--- src/rtl/lab_io_pkg.sv ---
// Shared types and helpers for the board push-button conditioning logic.
package lab_io_pkg;

  // Per-channel auto-repeat state.
  typedef enum logic [1:0] {
    IDLE   = 2'd0,
    HELD   = 2'd1,
    DELAY  = 2'd2,
    REPEAT = 2'd3
  } rep_state_t;

  // Raw pin level seen when the button is not pressed.
  function automatic logic released_raw(input bit active_low);
    return active_low ? 1'b1 : 1'b0;
  endfunction

  // Larger of two unsigned values, used to size the repeat counter.
  function automatic int unsigned max_u(input int unsigned a, input int unsigned b);
    return (a > b) ? a : b;
  endfunction

endpackage

--- src/rtl/debounce_channel.sv ---
// One button channel: synchronizer, debounce, press/release strobes, auto-repeat.
module debounce_channel
  import lab_io_pkg::*;
#(
  parameter bit          ACTIVE_LOW      = 1'b1,
  parameter int unsigned DEBOUNCE_CYCLES = 16,
  parameter int unsigned REPEAT_DELAY    = 8,
  parameter int unsigned REPEAT_PERIOD   = 3
) (
  input  logic i_clk,
  input  logic i_rst,
  input  logic i_btn,
  input  logic i_repeat_en,
  output logic o_level,
  output logic o_press,
  output logic o_release,
  output logic o_pulse
);

  localparam int unsigned CNT_W  = $clog2(DEBOUNCE_CYCLES + 1);
  localparam int unsigned RMAX   = max_u(REPEAT_DELAY, REPEAT_PERIOD);
  localparam int unsigned RCNT_W = (RMAX > 1) ? $clog2(RMAX) : 1;

  localparam logic [CNT_W-1:0]  CNT_LAST  = CNT_W'(DEBOUNCE_CYCLES - 1);
  localparam logic [RCNT_W-1:0] RC_DELAY  = RCNT_W'(REPEAT_DELAY - 1);
  localparam logic [RCNT_W-1:0] RC_PERIOD = RCNT_W'(REPEAT_PERIOD - 1);
  localparam logic              RELEASED  = released_raw(ACTIVE_LOW);

  logic              r_sync1;
  logic              r_sync2;
  logic              r_stable;
  logic [CNT_W-1:0]  r_cnt;
  logic              r_press;
  logic              r_release;
  logic              r_pulse;
  rep_state_t        r_state;
  logic [RCNT_W-1:0] r_rcnt;

  logic              w_norm;
  logic              w_accept;
  logic              w_rise;
  logic              w_fall;
  rep_state_t        w_state_nxt;
  logic [RCNT_W-1:0] w_rcnt_nxt;
  logic              w_rep;

  // Normalise to 1 = pressed; a new value is accepted on the last stable count.
  assign w_norm   = r_sync2 ^ ACTIVE_LOW;
  assign w_accept = (w_norm != r_stable) && (r_cnt == CNT_LAST);
  assign w_rise   = w_accept & w_norm;
  assign w_fall   = w_accept & ~w_norm;

  // Two-flop synchronizer and debounce counter.
  always_ff @(posedge i_clk or posedge i_rst) begin
    if (i_rst) begin
      r_sync1  <= RELEASED;
      r_sync2  <= RELEASED;
      r_stable <= 1'b0;
      r_cnt    <= '0;
    end else begin
      r_sync1 <= i_btn;
      r_sync2 <= r_sync1;
      if (w_norm == r_stable) begin
        r_cnt <= '0;
      end else if (r_cnt == CNT_LAST) begin
        r_stable <= w_norm;
        r_cnt    <= '0;
      end else begin
        r_cnt <= r_cnt + CNT_W'(1);
      end
    end
  end

  // Repeat FSM state register.
  always_ff @(posedge i_clk or posedge i_rst) begin
    if (i_rst) begin
      r_state <= IDLE;
      r_rcnt  <= '0;
    end else begin
      r_state <= w_state_nxt;
      r_rcnt  <= w_rcnt_nxt;
    end
  end

  // Repeat FSM next state; an accepted release wins over everything.
  always_comb begin
    w_state_nxt = r_state;
    w_rcnt_nxt  = r_rcnt;
    w_rep       = 1'b0;
    if (w_fall) begin
      w_state_nxt = IDLE;
      w_rcnt_nxt  = '0;
    end else begin
      case (r_state)
        IDLE: begin
          if (w_rise) begin
            if (i_repeat_en) begin
              w_state_nxt = DELAY;
              w_rcnt_nxt  = RC_DELAY;
            end else begin
              w_state_nxt = HELD;
            end
          end
        end
        HELD: begin
          w_state_nxt = HELD;
        end
        DELAY, REPEAT: begin
          if (!i_repeat_en) begin
            w_state_nxt = HELD;
          end else if (r_rcnt == '0) begin
            w_rep       = 1'b1;
            w_state_nxt = REPEAT;
            w_rcnt_nxt  = RC_PERIOD;
          end else begin
            w_rcnt_nxt = r_rcnt - RCNT_W'(1);
          end
        end
        default: begin
          w_state_nxt = IDLE;
          w_rcnt_nxt  = '0;
        end
      endcase
    end
  end

  // Registered strobes, aligned with the debounced level change.
  always_ff @(posedge i_clk or posedge i_rst) begin
    if (i_rst) begin
      r_press   <= 1'b0;
      r_release <= 1'b0;
      r_pulse   <= 1'b0;
    end else begin
      r_press   <= w_rise;
      r_release <= w_fall;
      r_pulse   <= w_rise | w_rep;
    end
  end

  assign o_level   = r_stable;
  assign o_press   = r_press;
  assign o_release = r_release;
  assign o_pulse   = r_pulse;

endmodule

--- src/rtl/button_conditioner.sv ---
// Multi-channel push-button conditioner: one independent debounce_channel per key.
module button_conditioner
  import lab_io_pkg::*;
#(
  parameter int unsigned NUM_CH          = 2,
  parameter bit          ACTIVE_LOW      = 1'b1,
  parameter int unsigned DEBOUNCE_CYCLES = 16,
  parameter int unsigned REPEAT_DELAY    = 8,
  parameter int unsigned REPEAT_PERIOD   = 3
) (
  input  logic              Clk,
  input  logic              Reset,
  input  logic [NUM_CH-1:0] btn_in,
  input  logic [NUM_CH-1:0] repeat_en,
  output logic [NUM_CH-1:0] btn_level,
  output logic [NUM_CH-1:0] btn_press,
  output logic [NUM_CH-1:0] btn_release,
  output logic [NUM_CH-1:0] btn_pulse
);

  // Replicate the channel logic once per button.
  for (genvar g = 0; g < NUM_CH; g++) begin : g_ch
    debounce_channel #(
      .ACTIVE_LOW      (ACTIVE_LOW),
      .DEBOUNCE_CYCLES (DEBOUNCE_CYCLES),
      .REPEAT_DELAY    (REPEAT_DELAY),
      .REPEAT_PERIOD   (REPEAT_PERIOD)
    ) u_ch (
      .i_clk       (Clk),
      .i_rst       (Reset),
      .i_btn       (btn_in[g]),
      .i_repeat_en (repeat_en[g]),
      .o_level     (btn_level[g]),
      .o_press     (btn_press[g]),
      .o_release   (btn_release[g]),
      .o_pulse     (btn_pulse[g])
    );
  end

endmodule

--- config.mk ---
export PLATFORM = sky130hd
export DESIGN_NAME = button_conditioner
export DESIGN_NICKNAME = d
export VERILOG_FILES = /design/src/rtl/lab_io_pkg.sv /design/src/rtl/debounce_channel.sv /design/src/rtl/button_conditioner.sv
export SDC_FILE = /design/constraint.sdc
export NUM_CORES = 1
export LEC_CHECK = 0
export CORE_AREA = 2 2 71 73
export CTS_BUF_LIST = sky130_fd_sc_hd__clkbuf_8
export DETAILED_ROUTE_END_ITERATION = 10
export DIE_AREA = 0 0 73 75
export PLACE_DENSITY = 0.57
export REMOVE_ABC_BUFFERS = 1
export SYNTH_ARGS = -nofsm -noshare
export SYNTH_HDL_FRONTEND = slang
export SYNTH_HIERARCHICAL = 1
export SYNTH_SLANG_ARGS = --single-unit
--- constraint.sdc ---
create_clock -name Clk -period 2 [get_ports Clk]
set_clock_uncertainty 0.2 [all_clocks]
set_input_delay 0.5 -clock Clk [delete_from_list [all_inputs] [get_ports Clk]]
set_output_delay 0.5 -clock Clk [all_outputs]
set_load 0.05 [all_outputs]
After elaboration in Yosys (flattened, before gate mapping)
Index checks and enable logic that the tools add are counted.
- $add $sub $neg: 4
- eq/ne operators: 20
- multiplexer cells: 36
- bitwise logic cells: 10
- reduce and logical (&&, ||, !) cells: 16
- operator list (cell ; count):
    two-way mux 3 bit ; 10
    two-way mux 2 bit ; 10
    two-way mux 5 bit ; 4
    inequality test 3 x 2 -> 1 bit, second input constant ; 4
    one-hot mux 2 bit (3 select lines) ; 2
    one-hot mux 3 bit (2 select lines) ; 2
    adder 5 x 1 -> 5 bit, second input constant ; 2
    equality test 5 x 4 -> 1 bit, second input constant ; 2
    equality test 2 bit, second input constant ; 4
    two-way mux 1 bit ; 8
    inequality test 4 x 2 -> 1 bit, second input constant ; 2
    AND reduction 2 bit ; 4
    AND reduction 4 bit ; 2
    logical NOT 3 bit ; 2
    inequality test 3 x 1 -> 1 bit, second input constant ; 2
    nonzero test 3 bit ; 2
    subtractor 3 x 1 -> 3 bit, second input constant ; 2
    AND 1 bit ; 4
    equality test 2 x 1 -> 1 bit, second input constant ; 2
    logical NOT 2 bit ; 2
    NOT 1 bit ; 4
    OR reduction 2 bit ; 2
    equality test 1 bit ; 2
    logical AND 1 bit ; 2
    2 further kinds ; 4
- bits in registers: 32
- input bits: 6
- word-level logic and storage cells: 104

Logic depth before layout (Yosys ltp)
Gate-level depths: netlist of run 1.
- depth after elaboration: 7
- gate-level depth with buffers: 6
- gate-level depth less buffers: 6

Cells and area by module
Netlist of run 1, hierarchy kept.
- modules (own cells, without submodules) (module ; times used ; cells an instance ; area an instance (um^2)):
    debounce_channel at g_ch[0].u_ch ; 1 ; 67 ; 755.7
    debounce_channel at g_ch[1].u_ch ; 1 ; 70 ; 750.7

Worst setup path after synthesis of run 1
OpenSTA, ideal clock, no wires.
- kind: flip-flop to flip-flop
- start: register g_ch[0].u_ch.r_cnt[0]
- end: register g_ch[0].u_ch.r_rcnt[2]
- arrival: 1530 ps
- data required time: 1734 ps
- setup slack: 204 ps
- cell stages (with the launch flop): 7
- buffers on the path: 1
- period minus slack after synthesis: 1796 ps
- path through: dfrtp_1 ha_1 and4b_1 and3_1 buf_6 a311oi_2 a221o_1
- word-level cells in the longest chain between the ends: 5
- elaborated cells on any way between the ends: 10
- classes of those cells: eq/ne: 4; mux: 1; bitwise: 2; reduce/logical: 3
- ends and longest elaborated chain (what ; line ; source):
    from (decl) ; debounce_channel.sv:32 ; logic [CNT_W-1:0] r_cnt;
    from (signal assigned) ; debounce_channel.sv:69 ; r_cnt <= r_cnt + CNT_W'(1);
    equality test 5 x 4 -> 1 bit * ; debounce_channel.sv:49 ; assign w_accept = (w_norm != r_stable) && (r_cnt == CNT_LAST);
    logical AND 1 bit * ; debounce_channel.sv:49 ;
    AND 1 bit * ; debounce_channel.sv:51 ; assign w_fall = w_accept & ~w_norm;
    net g_ch[0].u_ch.w_fall ; debounce_channel.sv:42 ; logic w_fall;
    inequality test 3 x 1 -> 1 bit (no source line), or another cell as far along ; n/a ;
    AND reduction 4 bit (no source line) ; n/a ;
    to (signal assigned) ; debounce_channel.sv:81 ; r_rcnt <= w_rcnt_nxt;
    to (decl) ; debounce_channel.sv:37 ; logic [RCNT_W-1:0] r_rcnt;
Mark *: on every way through the listed nets, which the timed path passes. The rest lies on a longest branch.
A chain may end at the register's enable or synchronous reset.

Worst setup path after layout of run 1
- start: register g_ch[0].u_ch.r_cnt[0]
- end: register g_ch[0].u_ch.r_rcnt[2]
- word-level cells in the longest chain between the ends: 5
- elaborated cells on any way between the ends: 10
- classes of those cells: eq/ne: 4; mux: 1; bitwise: 2; reduce/logical: 3
- ends and longest elaborated chain (what ; line):
    equality test 5 x 4 -> 1 bit * ; debounce_channel.sv:49
    logical AND 1 bit * ; debounce_channel.sv:49
    AND 1 bit (on tied branches) ; debounce_channel.sv:51, debounce_channel.sv:50
    inequality test 3 x 1 -> 1 bit (no source line), or another cell as far along ; n/a
    AND reduction 4 bit (no source line) ; n/a
Every way passes the cells marked *; elsewhere a longest branch is shown, timed or not.

==> run_results.csv, run 1 <==
group,metric,value,unit
synthesis,synth_area_leaders,"dfrtp_1 (47%), dfstp_2 (7.0%), ha_1 (5.0%), nor2_1 (3.0%), inv_1 (2.5%)",
hold_path,hold_class,"register to register",
timing,tightest_slew,0.3599,ns
route,drt_wl_total,2761,microns
clocking,cts_num_sinks,32,
critical_path,r2r-end,"g_ch[0].u_ch/r_rcnt[2]",
flow_run,cap_violations,0,
clocking,postCtsHoldBufs,0,
critical_path,critical-path-top-delay-family,"simple AND/OR/NAND/NOR gates",
critical_path,critPathKind,"register to register",
timing,rsz0062_at_grt,"false",
cells_and_area,final_cell_mix,"dfrtp_1 (28), buf_4 (14), inv_1 (12), nor2_1 (12), nand2_1 (10)",
synthesis,yosysTopAreaCellShare,46.51,%
hold_path,min_path_cells,0,
placement,gp_congestion,0.7901,
critical_path,critical-path-slowest-cell,"dfrtp_1",
cells_and_area,area_growth_syn_to_layout,21.59,%
critical_path,critPathArrivalTime,1.94,ns
power_and_ir_drop,p_leak,0.8525,nW
synthesis,yosys.cell_types.count,37,
synthesis,postSynthAreaPerCell,11.00,sq um
clocking,cts.clk_slew.worst_paths,0.06,ns
timing,fin_crit,1.919,ns
clocking,tritoncts,"built",
global_route,grt_overflow,0,
die,fp-row-count,25,
critical_path,crit_fanout,5,
die,die-height,75,microns
synthesis,yosys.area.top_type,"dfrtp_1",
timing,setup_viol,0,
critical_path,r2r-start,"g_ch[0].u_ch/r_cnt[0]",
clocking,htreeDepth,2,
timing,period_share,95.95,%
power_and_ir_drop,max-vdd-ir-drop,0.0003212,V
cells_and_area,insertedDiodeCount,0,
synthesis,synthCells,137,
global_route,track_usage,11.57,%
die,initial_core_util,32.32,%
placement,port_buffers,13,
critical_path,path_cells,"ha_1 > and4b_1 > and3_2 > nor3_2 > a221o_1",
cells_and_area,drive_gt1_share,23.60,%
global_route,antenna_found_initial,0,
timing,slew_headroom,75.39,%
route,initialDrtViolationCount,47,
route,vias_per_cell,5.014,
route,wl_per_cell,12.84,microns
timing,max_freq,521.1,MHz
critical_path,ff2ff_path_depth,5,
cells_and_area,fin_util,39.30,%
die,core_area,0.004661,sq mm
global_route,first_global_vias,1082,
route,ant_nets,0,
clocking,cts_buffers,5,
power_and_ir_drop,powerDensity,671.9,mW/mm^2
critical_path,reg2reg_slack,0.08,ns
critical_path,path_buf_inv,0,
synthesis,synth-seq-cells,32,
clocking,clk_path_buf_depth,2,
die,dieArea,0.005475,sq mm
placement,detailedPlacementHpwl,2044,microns
cells_and_area,final_common_cell,"dfrtp_1",
critical_path,cp-end-kind,"register",
route,drc,0,
cells_and_area,num-fill-cells,452,
hold_path,min_from,"g_ch[1].u_ch/r_sync1",
synthesis,synth_edf_count,0,
synthesis,synth_warnings,6,
synthesis,synth_area,0.001506,sq mm
critical_path,cp_data_required_time,2.02,ns
clocking,worstSkewPairLatency,0.28,ns
route,firstDrtPassIters,4,
status,status,"completed",
synthesis,async_flop_share,100.0,%
critical_path,cp_slowest_stage_delay,0.40,ns
global_route,grt_pass1_wl,4864,microns
cells_and_area,layout.nets,172,
synthesis,ys_seq_area_share,53.49,%
timing,slew_violations,0,
critical_path,start_kind,"register",
clocking,root_buffer,"clkbuf_8",
timing,finalHoldViolCount,0,
synthesis,ys.flop_type,"dfrtp_1",
timing,setup_tns,0,ns
hold_path,worst_hold_path.endpoint,"g_ch[1].u_ch/r_sync2",
die,die_w,73,microns
route,vias,1078,
global_route,grt_start_max_net_pins,17,
die,pin_count,14,
==> worst register-to-register path, cell delays in order, from the launching register on <==
cell and delay [ns]:
dfrtp_1 0.40, ha_1 0.27, and4b_1 0.23, and3_2 0.27, nor3_2 0.31, a221o_1 0.19
==> routing by layer <==
| metal | GRT usage (%) | wire (microns) | part of all wire (%) |
|---|---|---|---|
| met5 | 0 | 0 | 0 |
| met4 | 4.733 | 46 | 1.7 |
| met3 | 4.953 | 137 | 5.0 |
| met2 | 18.52 | 1328 | 48 |
| met1 | 13.73 | 1248 | 45 |
==> cell type report <==
| cell class | instances | area [sq um] | share of cell area (%) |
|---|---|---|---|
| repair buffers | 21 | 195.2 | 10.66 |
| clock buffers | 6 | 82.58 | 4.508 |
| inverters | 10 | 37.54 | 2.049 |
| well taps | 54 | 67.56 | 3.689 |
| multi-input cells | 90 | 635.6 | 34.70 |
| clock inverters | 2 | 7.507 | 0.4098 |
| flip-flops and latches | 32 | 805.8 | 43.99 |
==> per-stage QoR <==
stage               hold WS (ns)  setup WS [ns]  instances  power (mW)  instance area (sq um)
global placement          0.1460       0.007921        207      0.7498                   1733
finish                    0.1556        0.08092        215       1.231                   1832
global route              0.1649       0.005546        215       1.283                   1832
detailed placement        0.1476       -0.01858        207      0.7530                   1733
CTS                       0.1567        0.01786        215       1.250                   1823
floorplan                 0.1452         0.2258        132      0.7185                   1470
==> kinds of logic (layout without fill, tap and decap cells) <==
family                     Yosys count  after routing  share of synthesized area [%]
adders and majority gates            6              6                          4.983
buffers and inverters               15             39                          4.900
and+or+nand+nor                     47             47                          17.69
DFF                                 32             32                          53.49
AOI/OAI and AO/OA                   29             29                          14.29
xor gates and xnor gates             8              8                          4.651
==> sequential cells by signal (all words and copies together) (netlist names) <==
register             flops
g_ch.u_ch/r_rcnt         6
g_ch.u_ch/r_sync1        2
g_ch.u_ch/o_pulse        2
g_ch.u_ch/o_release      2
g_ch.u_ch/o_press        2
g_ch.u_ch/o_level        2
g_ch.u_ch/r_state        4
g_ch.u_ch/r_sync2        2
g_ch.u_ch/r_cnt         10
==> cell usage after synthesis (4+ instances only) <==
| master | n |
|---|---|
| dfstp_2 | 4 |
| a21oi_1 | 4 |
| o21ai_0 | 5 |
| a22o_1 | 4 |
| ha_1 | 6 |
| nand2_1 | 10 |
| inv_1 | 10 |
| nor2b_1 | 4 |
| xor2_1 | 4 |
| dfrtp_1 | 28 |
| and3_1 | 4 |
| xnor2_1 | 4 |
| nand3_1 | 4 |
| nor2_1 | 12 |
==> repair_timing <==
item,CTS,global route
setup endpoints to repair,0,2
resized for setup,0,4
hold endpoints to repair,0,0
setup buffers,0,0
==> power breakdown <==
part	switching [mW]	total, mW	internal (mW)
Clock	0.221	0.490	0.270
Combinational	0.0316	0.0605	0.0289
Sequential	0.0147	0.680	0.665
Total	0.267	1.23	0.964
==> worst max path at each step <==
| stage | startpoint | to | slack, ns | depth (start not counted) |
|---|---|---|---|---|
| global route | g_ch[0].u_ch/r_cnt[0] | g_ch[0].u_ch/r_rcnt[1] | 0.006 | 5 |
| floorplan | g_ch[0].u_ch/o_level | g_ch[0].u_ch/r_rcnt[2] | 0.23 | 3 |
| global placement | repeat_en[0] | g_ch[0].u_ch/r_rcnt[2] | 0.008 | 4 |
| CTS | g_ch[0].u_ch/r_cnt[0] | g_ch[0].u_ch/r_rcnt[2] | 0.02 | 5 |
| finish | g_ch[0].u_ch/r_cnt[0] | g_ch[0].u_ch/r_rcnt[2] | 0.08 | 5 |
| detailed placement | repeat_en[0] | g_ch[0].u_ch/r_rcnt[2] | -0.02 | 4 |
Power figures use the tool's default switching activity.
==> run 2: changes to the inputs <==
==> constraint.sdc (replaced) <==
create_clock -name Clk -period 2.46 [get_ports Clk]
set_clock_uncertainty 0.2 [all_clocks]
set_input_delay 0.615 -clock Clk [delete_from_list [all_inputs] [get_ports Clk]]
set_output_delay 0.615 -clock Clk [all_outputs]
set_load 0.05 [all_outputs]
==> run_results.csv, run 2 (same netlist as run 1, synthesis figures left out) <==
group,metric,value,unit
status,status,"completed",
critical_path,path_buf_inv,1,
clocking,cts_num_sinks,32,
die,initial_core_util,32.32,%
critical_path,cp_data_required_time,1.64,ns
cells_and_area,largest_reg_flops,10,
power_and_ir_drop,max-vdd-ir-drop,0.0003023,V
timing,rsz0062_at_grt,"false",
power_and_ir_drop,swShare,19.63,%
clocking,cts.clk_slew.worst_paths,0.06,ns
route,vias_per_cell,5.024,
critical_path,critPathKind,"register to output port",
timing,setup_tns,0,ns
power_and_ir_drop,p_leak,0.8254,nW
cells_and_area,final_common_cell,"dfrtp_1",
timing,slew_violations,0,
global_route,track_usage,11.15,%
die,die-height,75,microns
timing,period_share,91.13,%
placement,gp_congestion,0.8578,
global_route,grt_start_max_net_pins,17,
critical_path,critical-path-top-delay-family,"buffers and inverters",
cells_and_area,drive_gt1_share,14.38,%
power_and_ir_drop,powerDensity,634.6,mW/mm^2
clocking,root_buffer,"clkbuf_8",
critical_path,endpoint,"btn_press[1]",
power_and_ir_drop,p_seq_share,48.5,%
timing,max_freq,446.1,MHz
critical_path,path_cells,"clkdlybuf4s50_1",
power_and_ir_drop,power_frac_comb,3.6,%
flow_run,cap_violations,0,
cells_and_area,insertedDiodeCount,0,
global_route,first_global_vias,1025,
timing,slew_headroom,60.44,%
critical_path,critical-path-slowest-cell,"clkdlybuf4s50_1",
placement,port_buffers,13,
route,initialDrtViolationCount,57,
global_route,grt_overflow,0,
cells_and_area,final_cells,207,
die,dieArea,0.005475,sq mm
cells_and_area,layout.nets,164,
critical_path,crit_fanout,1,
critical_path,reg2reg_slack,0.52,ns
die,pin_count,14,
global_route,grt_pass1_wl,4560,microns
timing,setup_viol,0,
hold_path,hold_class,"register to register",
critical_path,r2r-end,"g_ch[0].u_ch/r_rcnt[2]",
cells_and_area,final_cell_mix,"dfrtp_1 (28), nor2_1 (12), clkdlybuf4s50_1 (11)",
global_route,antenna_found_initial,0,
route,wl_per_cell,12.92,microns
placement,detailedPlacementHpwl,1924,microns
route,vias,1040,
route,ant_nets,0,
critical_path,cp-end-kind,"output port",
die,fp-row-count,25,
critical_path,ff2ff_path_depth,5,
die,core_area,0.004661,sq mm
timing,holdWs,0.1561,ns
power_and_ir_drop,p_sw,223.5,uW
cells_and_area,top_regs,"g_ch.u_ch/r_cnt: 10 flops, g_ch.u_ch/r_rcnt: 6 flops, g_ch.u_ch/r_state: 4 flops",
route,drc,0,
critical_path,crit_cells,1,
clocking,postCtsHoldBufs,0,
timing,finalHoldViolCount,0,
clocking,clk_path_buf_depth,2,
cells_and_area,area_growth_syn_to_layout,19.10,%
clocking,cts_buffers,5,
timing,fin_crit,2.242,ns
clocking,worstSkewPairLatency,0.28,ns
critical_path,critPathLaunch,"g_ch[1].u_ch/o_press",
route,firstDrtPassIters,4,
critical_path,start_kind,"register",
placement,place_inst,199,
clocking,htreeDepth,2,
cells_and_area,largest_register,"g_ch.u_ch/r_cnt",
power_and_ir_drop,clkPwrFrac,47.8,%
die,die_w,73,microns
power_and_ir_drop,p_int,915.1,uW
route,drt_wl_total,2674,microns
critical_path,r2r-start,"g_ch[0].u_ch/r_cnt[0]",
critical_path,cp_slowest_stage_delay,0.80,ns
critical_path,critPathArrivalTime,1.43,ns
timing,tightest_slew,0.5927,ns
clocking,tritoncts,"built",
run 2: cell count changes in the layout (fill, tap and decap cells not counted):
cell,before,now
and3_2,2,0
clkbuf_8,6,7
and3_1,2,4
clkdlybuf4s50_1,5,11
buf_4,14,1
dlymetal6s2s_1,0,1
a2111oi_0,1,2
a2111oi_2,1,0
inv_1,12,10
bufinv_16,0,1
buf_12,2,0
run 2: power groups by stage:
stage	Sequential, mW	Combinational, mW	Clock [mW]
global placement	0.561	0.0410	0
floorplan	0.559	0.0251	0
global route	0.554	0.0480	0.585
detailed placement	0.561	0.0427	0
finish	0.552	0.0416	0.545
CTS	0.552	0.0431	0.559
run 2: repair_timing:
action	in CTS	in global routing
gates resized for setup	0	1
setup endpoints to repair	0	1
buffers inserted	0	0
run 2: area by class of cell:
type / instances / area (sq um)
Tap cell: 54 / 67.56
Clock inverter: 1 / 30.03
Timing Repair Buffer: 13 / 130.1
Inverter: 10 / 37.54
Fill cell: 436 / 2867
Clock buffer: 7 / 96.34
Sequential cell: 32 / 805.8
Multi-Input combinational cell: 90 / 626.9
run 2: through the flow:
step           worst slack (ns)  power [mW]  instance area, sq um  utilization, %
6_report                 0.2183       1.139                  1794           38.50
5_1_grt                  0.1602       1.187                  1794           38.50
4_1_cts                 0.02237       1.154                  1792           38.44
3_5_place_dp             0.2607      0.6042                  1665           35.73
3_3_place_gp             0.3124      0.6018                  1665           35.73
2_1_floorplan            0.6858      0.5841                  1470               -
run 2: worst min path at each step:
stage / from / to / slack, ns / depth (start not counted)
floorplan: g_ch[0].u_ch/r_sync1 / g_ch[0].u_ch/r_sync2 / 0.15 / 0
global placement: g_ch[1].u_ch/r_sync1 / g_ch[1].u_ch/r_sync2 / 0.15 / 0
detailed placement: g_ch[1].u_ch/r_sync1 / g_ch[1].u_ch/r_sync2 / 0.15 / 0
CTS: g_ch[1].u_ch/r_sync1 / g_ch[1].u_ch/r_sync2 / 0.16 / 0
global route: g_ch[1].u_ch/r_sync1 / g_ch[1].u_ch/r_sync2 / 0.17 / 0
finish: g_ch[1].u_ch/r_sync1 / g_ch[1].u_ch/r_sync2 / 0.16 / 0
run 2: layer usage:
| metal | track usage (%) | part of all wire (%) | vias to the layer above |
|---|---|---|---|
| met4 | 3.909 | 0.93 | 0 |
| met1 | 13.17 | 47 | 501 |
| met2 | 17.62 | 47 | 26 |
| li1 | - | - | 511 |
| met3 | 5.622 | 5.3 | 2 |
| met5 | 0 | 0 | - |
==> run 3: changes to the inputs <==
--- a/config.mk
+++ b/config.mk
@@ -7,6 +7,7 @@
 export LEC_CHECK = 0
 export CORE_AREA = 2 2 71 73
 export CTS_BUF_LIST = sky130_fd_sc_hd__clkbuf_8
+export CTS_CLUSTER_DIAMETER = 60
 export DETAILED_ROUTE_END_ITERATION = 10
 export DIE_AREA = 0 0 73 75
 export PLACE_DENSITY = 0.57
==> results of run 3 <==
The final DEF is identical to that of run 2; final timing and power are the same.
